$ cat config.mk
export PLATFORM = sky130hd
export DESIGN_NAME = uart_mem_bridge
export DESIGN_NICKNAME = d
export VERILOG_FILES = /design/src/rtl/uart_mem_bridge.sv
export SDC_FILE = /design/constraint.sdc
export NUM_CORES = 1
export LEC_CHECK = 0
export CORE_MARGIN = 2
export CORE_UTILIZATION = 38
export CTS_BUF_LIST = sky130_fd_sc_hd__clkbuf_4
export CTS_CLUSTER_SIZE = 30
export DETAILED_ROUTE_END_ITERATION = 8
export DONT_BUFFER_PORTS = 1
export GPL_ROUTABILITY_DRIVEN = 1
export GPL_TIMING_DRIVEN = 0
export PLACE_DENSITY = 0.52
export RECOVER_POWER = 50
export SLEW_MARGIN = 10
export SYNTH_ARGS = -nofsm -noshare
export SYNTH_HDL_FRONTEND = slang
export SYNTH_SLANG_ARGS = --single-unit
$ cat constraint.sdc
create_clock -name clk -period 3.8 [get_ports clk]
set_input_delay 0.76 -clock clk [delete_from_list [all_inputs] [get_ports clk]]
set_output_delay 0.76 -clock clk [all_outputs]
set_load 0.01 [all_outputs]
$ cat src/rtl/uart_mem_bridge.sv
// UART-to-BRAM debug bridge: host byte commands drive masked single writes,
// burst writes and inclusive range reads on a dual-port BRAM.
//
// state    | meaning
// IDLE     | wait for opcode byte
// W_ADDR   | collect single-write address
// W_MASK   | collect byte-enable mask
// W_DATA   | collect single-write word
// W_COMMIT | one-cycle masked write on port A
// B_ADDR   | collect burst start address
// B_COUNT  | collect burst word count (0 = 256)
// B_DATA   | collect one burst word
// B_COMMIT | one-cycle full-word write, advance address
// ACK      | send 0xA5, wait for TX_done
// R_ADDR   | collect low then high read address
// R_FETCH  | addrb presented, BRAM latency cycle
// R_WAIT   | dob valid, capture and launch first byte
// R_SEND   | stream remaining bytes of the word
// R_ERR    | send 0xEE, wait for TX_done
module uart_mem_bridge #(
  parameter int ADDR_WIDTH     = 16,
  parameter int DATA_BYTES     = 4,
  parameter int TIMEOUT_CYCLES = 1000000
) (
  input  logic                    clk,
  input  logic                    rst_n,
  input  logic                    byte_done,
  input  logic [7:0]              RX_data,
  input  logic                    TX_done,
  input  logic [8*DATA_BYTES-1:0] dob,
  output logic                    TX_enable,
  output logic [7:0]              TX_data,
  output logic [ADDR_WIDTH-1:0]   addra,
  output logic [DATA_BYTES-1:0]   wea,
  output logic [8*DATA_BYTES-1:0] dia,
  output logic [ADDR_WIDTH-1:0]   addrb,
  output logic                    busy
);

  localparam int ADDR_BYTES = (ADDR_WIDTH + 7) / 8;
  localparam int DW         = 8 * DATA_BYTES;
  localparam int AW8        = 8 * ADDR_BYTES;
  localparam int TW         = $clog2(TIMEOUT_CYCLES + 1);
  localparam logic [4:0] ADDR_LAST  = 5'(ADDR_BYTES - 1);
  localparam logic [4:0] RANGE_LAST = 5'(2 * ADDR_BYTES - 1);
  localparam logic [4:0] DATA_LAST  = 5'(DATA_BYTES - 1);
  localparam logic [ADDR_WIDTH-1:0] STEP = ADDR_WIDTH'(DATA_BYTES);

  typedef enum logic [3:0] {
    IDLE, W_ADDR, W_MASK, W_DATA, W_COMMIT, B_ADDR, B_COUNT, B_DATA,
    B_COMMIT, ACK, R_ADDR, R_FETCH, R_WAIT, R_SEND, R_ERR
  } state_t;

  state_t state, state_nxt;

  logic [4:0]            byte_cnt;
  logic [4:0]            send_cnt;
  logic [AW8-1:0]        addr_sh, addr_next;
  logic [ADDR_WIDTH-1:0] field_addr, waddr, low_addr, high_addr;
  logic [DW-1:0]         data_sh, data_next, rd_sh, rd_shift8;
  logic [DATA_BYTES-1:0] mask;
  logic [8:0]            burst_left;
  logic [TW-1:0]         tmo_cnt;
  logic [ADDR_WIDTH:0]   next_word;
  logic                  rx_state, timeout, range_err, last_word, tx_start;
  logic [7:0]            tx_byte;

  // Little-endian fields: each new byte enters at the top and slides down.
  assign addr_next  = (addr_sh >> 8) | (AW8'(RX_data) << (AW8 - 8));
  assign data_next  = (data_sh >> 8) | (DW'(RX_data) << (DW - 8));
  assign field_addr = addr_next[ADDR_WIDTH-1:0];
  assign rd_shift8  = rd_sh >> 8;
  assign next_word  = {1'b0, addrb} + {1'b0, STEP};
  assign last_word  = next_word[ADDR_WIDTH] || (next_word[ADDR_WIDTH-1:0] > high_addr);
  assign range_err  = field_addr < low_addr;
  assign rx_state   = state inside {W_ADDR, W_MASK, W_DATA, B_ADDR, B_COUNT, B_DATA, R_ADDR};
  assign timeout    = rx_state && !byte_done && (tmo_cnt == '0);
  assign busy       = (state != IDLE);

  always_ff @(posedge clk or negedge rst_n) begin
    if (!rst_n) state <= IDLE;
    else        state <= state_nxt;
  end

  always_comb begin
    state_nxt = state;
    tx_start  = 1'b0;
    tx_byte   = 8'h00;
    wea       = '0;
    case (state)
      IDLE: if (byte_done) begin
        case (RX_data)
          8'h0F:   state_nxt = W_ADDR;
          8'hF0:   state_nxt = B_ADDR;
          8'hFF:   state_nxt = R_ADDR;
          default: state_nxt = IDLE;
        endcase
      end
      W_ADDR:  if (byte_done && byte_cnt == ADDR_LAST) state_nxt = W_MASK;
      W_MASK:  if (byte_done) state_nxt = W_DATA;
      W_DATA:  if (byte_done && byte_cnt == DATA_LAST) state_nxt = W_COMMIT;
      W_COMMIT: begin
        wea       = mask;
        state_nxt = ACK;
        tx_start  = 1'b1;
        tx_byte   = 8'hA5;
      end
      B_ADDR:  if (byte_done && byte_cnt == ADDR_LAST) state_nxt = B_COUNT;
      B_COUNT: if (byte_done) state_nxt = B_DATA;
      B_DATA:  if (byte_done && byte_cnt == DATA_LAST) state_nxt = B_COMMIT;
      B_COMMIT: begin
        wea = '1;
        if (burst_left == 9'd1) begin
          state_nxt = ACK;
          tx_start  = 1'b1;
          tx_byte   = 8'hA5;
        end else begin
          state_nxt = B_DATA;
        end
      end
      ACK:     if (TX_done) state_nxt = IDLE;
      R_ADDR: if (byte_done && byte_cnt == RANGE_LAST) begin
        if (range_err) begin
          state_nxt = R_ERR;
          tx_start  = 1'b1;
          tx_byte   = 8'hEE;
        end else begin
          state_nxt = R_FETCH;
        end
      end
      R_FETCH: state_nxt = R_WAIT;
      R_WAIT: begin
        state_nxt = R_SEND;
        tx_start  = 1'b1;
        tx_byte   = dob[7:0];
      end
      R_SEND: if (TX_done) begin
        if (send_cnt == DATA_LAST) begin
          state_nxt = last_word ? IDLE : R_FETCH;
        end else begin
          tx_start = 1'b1;
          tx_byte  = rd_shift8[7:0];
        end
      end
      R_ERR:   if (TX_done) state_nxt = IDLE;
      default: state_nxt = IDLE;
    endcase
    if (timeout) state_nxt = IDLE;
  end

  always_ff @(posedge clk or negedge rst_n) begin
    if (!rst_n) begin
      byte_cnt   <= '0;
      send_cnt   <= '0;
      addr_sh    <= '0;
      data_sh    <= '0;
      rd_sh      <= '0;
      waddr      <= '0;
      low_addr   <= '0;
      high_addr  <= '0;
      mask       <= '0;
      burst_left <= '0;
      tmo_cnt    <= '0;
      addra      <= '0;
      dia        <= '0;
      addrb      <= '0;
      TX_enable  <= 1'b0;
      TX_data    <= 8'h00;
    end else begin
      TX_enable <= tx_start;
      if (tx_start) TX_data <= tx_byte;

      if (!rx_state || byte_done) tmo_cnt <= TW'(TIMEOUT_CYCLES - 1);
      else if (tmo_cnt != '0)     tmo_cnt <= tmo_cnt - 1'b1;

      case (state)
        IDLE: byte_cnt <= '0;
        W_ADDR, B_ADDR: if (byte_done) begin
          addr_sh <= addr_next;
          if (byte_cnt == ADDR_LAST) begin
            byte_cnt <= '0;
            waddr    <= field_addr;
          end else begin
            byte_cnt <= byte_cnt + 1'b1;
          end
        end
        W_MASK:  if (byte_done) mask <= RX_data[DATA_BYTES-1:0];
        B_COUNT: if (byte_done) burst_left <= (RX_data == 8'h00) ? 9'd256 : {1'b0, RX_data};
        W_DATA, B_DATA: if (byte_done) begin
          data_sh <= data_next;
          if (byte_cnt == DATA_LAST) begin
            byte_cnt <= '0;
            addra    <= waddr;
            dia      <= data_next;
          end else begin
            byte_cnt <= byte_cnt + 1'b1;
          end
        end
        B_COMMIT: begin
          waddr      <= waddr + STEP;
          burst_left <= burst_left - 9'd1;
        end
        R_ADDR: if (byte_done) begin
          addr_sh <= addr_next;
          if (byte_cnt == ADDR_LAST) low_addr <= field_addr;
          if (byte_cnt == RANGE_LAST) begin
            byte_cnt  <= '0;
            high_addr <= field_addr;
            if (!range_err) addrb <= low_addr;
          end else begin
            byte_cnt <= byte_cnt + 1'b1;
          end
        end
        R_WAIT: begin
          rd_sh    <= dob;
          send_cnt <= '0;
        end
        R_SEND: if (TX_done) begin
          rd_sh    <= rd_shift8;
          send_cnt <= send_cnt + 1'b1;
          if (send_cnt == DATA_LAST && !last_word) addrb <= next_word[ADDR_WIDTH-1:0];
        end
        default: ;
      endcase
    end
  end

endmodule

Word level (Yosys, flattened, before mapping) --
Index checks and enable logic that the tools add are counted.
Storage, ports and cells: bits in registers 248, input port bits 44, output and inout bits 78
Cells by class: add/subtract/negate cells 6, $lt $le $gt $ge 2, equal/unequal tests 41, mux-type cells 53, bitwise operators 2, reductions and logical operators 40
Operators with widths (count):
- 16-bit 2-to-1 mux | 7
- 16-bit case mux with 2 select lines | 2
- 32-bit case mux with 2 select lines | 1
- 4-bit 2-to-1 mux | 14
- 4-bit case mux with 14 select lines | 1
- 20-bit 2-to-1 mux | 2
- 8-bit 2-to-1 mux | 5
- 8-bit case mux with 5 select lines | 1
- 32-bit 2-to-1 mux | 1
- 24-bit by 32-bit bitwise OR with 32-bit output | 1
- 4-bit equality test, second input constant | 7
- 5-bit 2-to-1 mux | 5
- 20-bit logical NOT | 1
- 20-bit nonzero test | 1
- 20-bit by 1-bit subtractor with 20-bit output, second input constant | 1
- 9-bit 2-to-1 mux | 2
- 9-bit case mux with 2 select lines | 1
- 16-bit by 3-bit adder with 17-bit output, second input constant | 1
- 16-bit by 3-bit adder with 16-bit output, second input constant | 1
- 4-bit by 3-bit equality test with 1-bit output, second input constant | 4
- 8-bit equality test, second input constant | 2
- 16-bit greater-than comparator | 1
- 16-bit < comparator | 1
- 8-bit by 16-bit bitwise OR with 16-bit output | 1
- other kinds (35) | 80

Depth between registers and ports, before layout --
depth after elaboration 8, depth in mapped cells 14

Least setup slack after synthesis --
OpenSTA, ideal clock, no wires.
kind reg-to-reg, start register addrb[2], end register addrb[12], arrival 3.083 ns, required time 3.679 ns, slack 0.596 ns, cell stages (with the launch flop) 15, path buffers 1, cells stage by stage dfrtp_1 ha_1 nand3_1 nor2_1 nand2_1 xnor2_1 ha_1 nand4_1 nor4_1 a21boi_1 o31a_2 nor2_1 o21a_1 buf_4 o22a_1
Between the ends: word-level cells in the longest chain between the ends 7
RTL lines:
- start: declaration | RTL line 36 | output logic [ADDR_WIDTH-1:0] addrb,
- start signal: assignment | RTL line 209 | if (!range_err) addrb <= low_addr;
- start signal: assignment | RTL line 221 | if (send_cnt == DATA_LAST && !last_word) addrb <= next_word[ADDR_WIDTH-1:0];
- 16-bit by 3-bit adder with 17-bit output (*) | RTL line 73 | assign next_word = {1'b0, addrb} + {1'b0, STEP};
- 16-bit greater-than comparator | RTL line 74 | assign last_word = next_word[ADDR_WIDTH] || (next_word[ADDR_WIDTH-1:0] > high_addr);
- 1-bit logical OR | RTL line 74
- 1-bit logical NOT | RTL line 221
- 1-bit logical AND | RTL line 221
- 2-bit != test (no source line)
- 6-bit AND reduction (no source line)
Every way passes the cells marked *; elsewhere a longest branch is shown, timed or not. The select of a mux whose other input is x is not followed. A chain may end at the register's enable or synchronous reset.

Final worst setup path --
start register addrb[4], end register addrb[10]
Same word-level chain as after synthesis.

==> reports/results.md <==
| Step | Result | Value |
|:---|:---|:---|
| global routing | Initial antenna violation count | 1 |
| global routing | Wire length of the first global-routing pass | 45800 um |
| global routing | Gr ovfl total | 0 |
| worst setup path | Slowest stage cell on the critical path | dfrtp_1 |
| detailed routing | Metal2 WL | 13000 um |
| clocking | Clock transition at the registers of the reported paths | 60 ps |
| placed design | Post-DP HPWL | 19600 um |
| die | Die area | 30900 sq um |
| die | Initial Utilization | 0.388 |
| logic synthesis | Area share of fa/ha/maj cells after synthesis | 0.0447 |
| timing | Fin crit period | 3570 ps |
| detailed routing | Final WL | 28400 um |
| logic synthesis | Multiplexer share of the synthesized area | 0.135 |
| detailed routing | Detailed-routed wire length on met3 | 1450 um |
| logic synthesis | Post-synth EDFFs | 0 |
| die | Row Count | 62 |
| worst setup path | Slack of the worst reg-to-reg path | 230 ps |
| worst setup path | R2r endpoint | addrb[10]$_DFFE_PN0P_ |
| timing | Final-layout worst hold slack | -268 ps |
| clocking | Clock buffer count from CTS | 60 |
| timing | Final setup fails | 0 |
| finish | Combined area of the multi-input logic cells | 5210 sq um |
| clocking | H-tree Lvls | 2 |
| logic synthesis | Share of async-settable or async-resettable flops after synthesis | 1.00 |
| finish | Reg area | 5610 sq um |
| logic synthesis | Count of mapped cells out of synthesis | 1065 |
| detailed routing | DRC marker count from the first detailed-route iteration | 589 |
| worst setup path | Crit end category | register |
| worst setup path | WP data arrival | 4090 ps |
| detailed routing | Average via count per standard cell | 5.37 |
| placed design | Number of placed cells counting well taps | 1449 |
| timing | Max transition margin | 0.459 |
| finish | Most used cells in the layout excluding fill and tap cells | dfrtp_1, nand2_1, mux2_2 |
| logic synthesis | Synthesis warning total | 0 |
| status | Run status | finished, violations left |
| logic synthesis | Sequential share of the synthesized area | 0.500 |
| clocking | Number of buffers between clock root and the deepest sink | 3 |
| placed design | Post-placement worst setup slack | -125 ps |
| detailed routing | Total via count after detailed routing | 8365 |
| logic synthesis | Cell area after technology mapping | 11200 sq um |
| finish | Layout Area Growth over Synthesis | 11.5% |
| worst setup path | WS Path Type | reg -> reg |
| clocking | CTS tree | yes |
| die | Die height | 176 um |
| detailed routing | Routed met1 length | 13400 um |
| placed design | Placer Congestion | 0.819 |
| logic synthesis | Post-synthesis average cell area | 10.5 sq um |
| timing | Worst-case clock skew | 78.9 ps |
| worst setup path | Library cell appearing most often on the critical path | nand4_1 |
| power and ir drop | Cell Pwr Density | 625 nW/um^2 |
| logic synthesis | Dominant combinational cell family by area after synthesis | simple AND/OR/NAND/NOR gates |
| placed design | IO Port Bufs | 0 |
| timing | Hold Violations, Final | 224 |
| logic synthesis | Simple-gate portion of the synthesized area | 0.136 |
| detailed routing | Detail Route Antenna Nets | 0 |
| logic synthesis | Most frequently used flop master after synthesis | dfrtp_1 |
| logic synthesis | Number of register bits inferred by synthesis | 224 |
| finish | Share of layout cells above drive strength 1 | 0.221 |
| timing | Max-slew violation total from the final report | 0 |
| logic synthesis | Synth Net Count | 1149 |
| timing | Transition time at the pin with the least slew margin | 812 ps |
| run | Maxcap violations | 0 |
| global routing | Number of global-route vias before repair | 8328 |
| detailed routing | Highest routed metal layer | met4 |
| worst setup path | Max incr delay on CP | 420 ps |
| worst setup path | Worst setup SP type | register |
| timing | Worst path setup slack after routing | 234 ps |
| timing | RSZ-0062 raised after global routing | false |
| detailed routing | Count of unresolved DRC violations after routing | 0 |
| power and ir drop | Peak ir drop on the vdd network | 0.220 mV |
| worst setup path | Crit path required time | 4330 ps |
| timing | Sum of negative setup slack | 0 ps |
| die | Area of the core | 28900 sq um |
| detailed routing | Number of detailed-routing iterations run before antenna repair | 5 |
| finish | Number of fill cells in the layout | 2866 |
| worst hold path | Hold WC Path Type | in -> async |
| finish | Number of nets at the end of the flow | 1211 |
| clocking | Clock Latency Late Sink | 730 ps |
| clocking | Number of setup buffers added after CTS | 0 |
| worst setup path | Cell depth of the worst flop-to-flop path | 14 |
| global routing | Gr usage total | 0.186 |
| power and ir drop | Cell leakage power | 5.61 nW |
| logic synthesis | Unique cell type count in the Yosys netlist | 74 |
| status | Violations in the final reports | hold timing |
| worst setup path | Worst flop-to-flop path startpoint | addrb[4]$_DFFE_PN0P_ |
| timing | Highest attainable clock frequency | 0.280 GHz |
| worst setup path | Crit-path max FO | 10 |
| timing | Final cycle utilization of the critical path | 0.939 |
| finish | Final Util | 0.433 |
| finish | Final cell count without fillers | 1557 |
| detailed routing | Detailed-route wire length per cell | 18.2 um |
| global routing | Largest net degree at the start of global routing | 225 |
| logic synthesis | Synthesized-area fraction occupied by ao, oa, aoi and oai cells | 0.125 |
| die | Top-Level Pins | 122 |
| die | Chip width | 176 um |
| clocking | Clock root buffer master | clkbuf_4 |
| finish | Commonest non-fill, non-tap cell in the layout | dfrtp_1 |
| logic synthesis | Xor/xnor share of the synthesized area | 0.0227 |
| worst setup path | CP cell instances | buf_2, nand4_1, nor2_2, nand4_1, xnor2_1, ha_1, nand4_1, o221a_2, o31ai_1, o31a_2, nor2_1, buf_2, a311oi_1, a21oi_1 |
| clocking | Number of sinks on the clock net | 224 |
## area by class of cell
class                      instances  share of cell area
antenna                            2            0.000400
buffer                            55              0.0189
clock buffer                      96              0.0577
clock inverter                    10             0.00421
inverter                          49              0.0147
multi-input combinational        737               0.417
sequential                       224               0.449
tap                              384              0.0384
## worst max-delay path by stage
stage,cells past startpoint,to,startpoint
2_1_floorplan,14,addrb[12]$_DFFE_PN0P_,addrb[2]$_DFFE_PN0P_
3_3_place_gp,14,addrb[13]$_DFFE_PN0P_,addrb[2]$_DFFE_PN0P_
3_5_place_dp,14,addrb[7]$_DFFE_PN0P_,addrb[2]$_DFFE_PN0P_
4_1_cts,14,addrb[13]$_DFFE_PN0P_,addrb[3]$_DFFE_PN0P_
5_1_grt,13,addrb[10]$_DFFE_PN0P_,addrb[4]$_DFFE_PN0P_
6_report,14,addrb[10]$_DFFE_PN0P_,addrb[4]$_DFFE_PN0P_
## per-layer routing
metal	global-route usage	vias up
met1	0.256	4141
met3	0.0435	46
met5	0	-
li1	-	3987
met2	0.295	191
met4	0.0534	0
## power by group
group / leakage, nW / total (W) / switching (W) / internal, W
Combinational: 2.27 / 0.00207 / 0.00117 / 0.000904
Clock: 0.464 / 0.00215 / 0.00102 / 0.00114
Sequential: 2.88 / 0.00358 / 0.000579 / 0.00300
Total: 5.61 / 0.00781 / 0.00276 / 0.00504
## repair_timing
action,in CTS,in global routing
resized for setup,4,8
hold endpoints to repair,224,224
pin swaps,0,4
cloned,0,0
endpoints found under the setup margin,17,17
## cell usage after synthesis, drive strengths merged, types with 5 or more instances
cell | instances | area, sq um
dfrtp | 224 | 5610
nor4 | 11 | 87.6
o21ai | 60 | 300
nand3 | 35 | 175
a21oi | 69 | 353
o22ai | 8 | 50.1
and3 | 10 | 62.6
a22o | 11 | 96.3
o41a | 5 | 56.3
xor2 | 15 | 131
mux2i | 19 | 190
nor2 | 64 | 243
nand2 | 119 | 449
or3 | 6 | 37.5
a22oi | 5 | 37.5
a211oi | 5 | 37.5
xnor2 | 14 | 123
inv | 48 | 180
o22a | 6 | 52.6
o211ai | 6 | 50.1
mux2 | 117 | 1320
buf | 18 | 98.8
ha | 40 | 500
nand4 | 14 | 87.6
nand2b | 7 | 43.8
nor3 | 19 | 105
nor2b | 6 | 37.5
clkbuf | 37 | 139
o31ai | 6 | 45.0
## critical path: cells and delay by family, from the launching register on
family / cells / cell delay, ps
compound gates: 5 / 1150
simple gates: 5 / 950
buf+inv: 2 / 440
flops: 1 / 420
fa+ha+maj: 1 / 290
xor+xnor: 1 / 190
## registers in the layout, indices dropped and copies added, names as in the netlist, 8 cells and up
name        count
burst_left      9
addrb          16
TX_data         8
high_addr      16
waddr          16
addra          16
rd_sh          24
tmo_cnt        20
dia            32
addr_sh         8
low_addr       16
data_sh        24
## logic make-up after synthesis
| group | count (synthesis) |
|---|---|
| flip-flops | 224 |
| AND/OR/NAND/NOR | 315 |
| XOR/XNOR | 29 |
| multiplexers | 136 |
| adder cells (fa/ha/maj) | 40 |
| buffers and inverters | 104 |
| AO/OA/AOI/OAI | 217 |
## through the flow
stage | power [W] | area (sq um)
after detailed placement | 0.00569 | 11700
after global placement | 0.00564 | 11700
after global routing | 0.00841 | 12500
final | 0.00781 | 12500
after CTS | 0.00791 | 12500
after floorplan | 0.00505 | 11200
No activity file was read; power rests on OpenSTA's default activity.
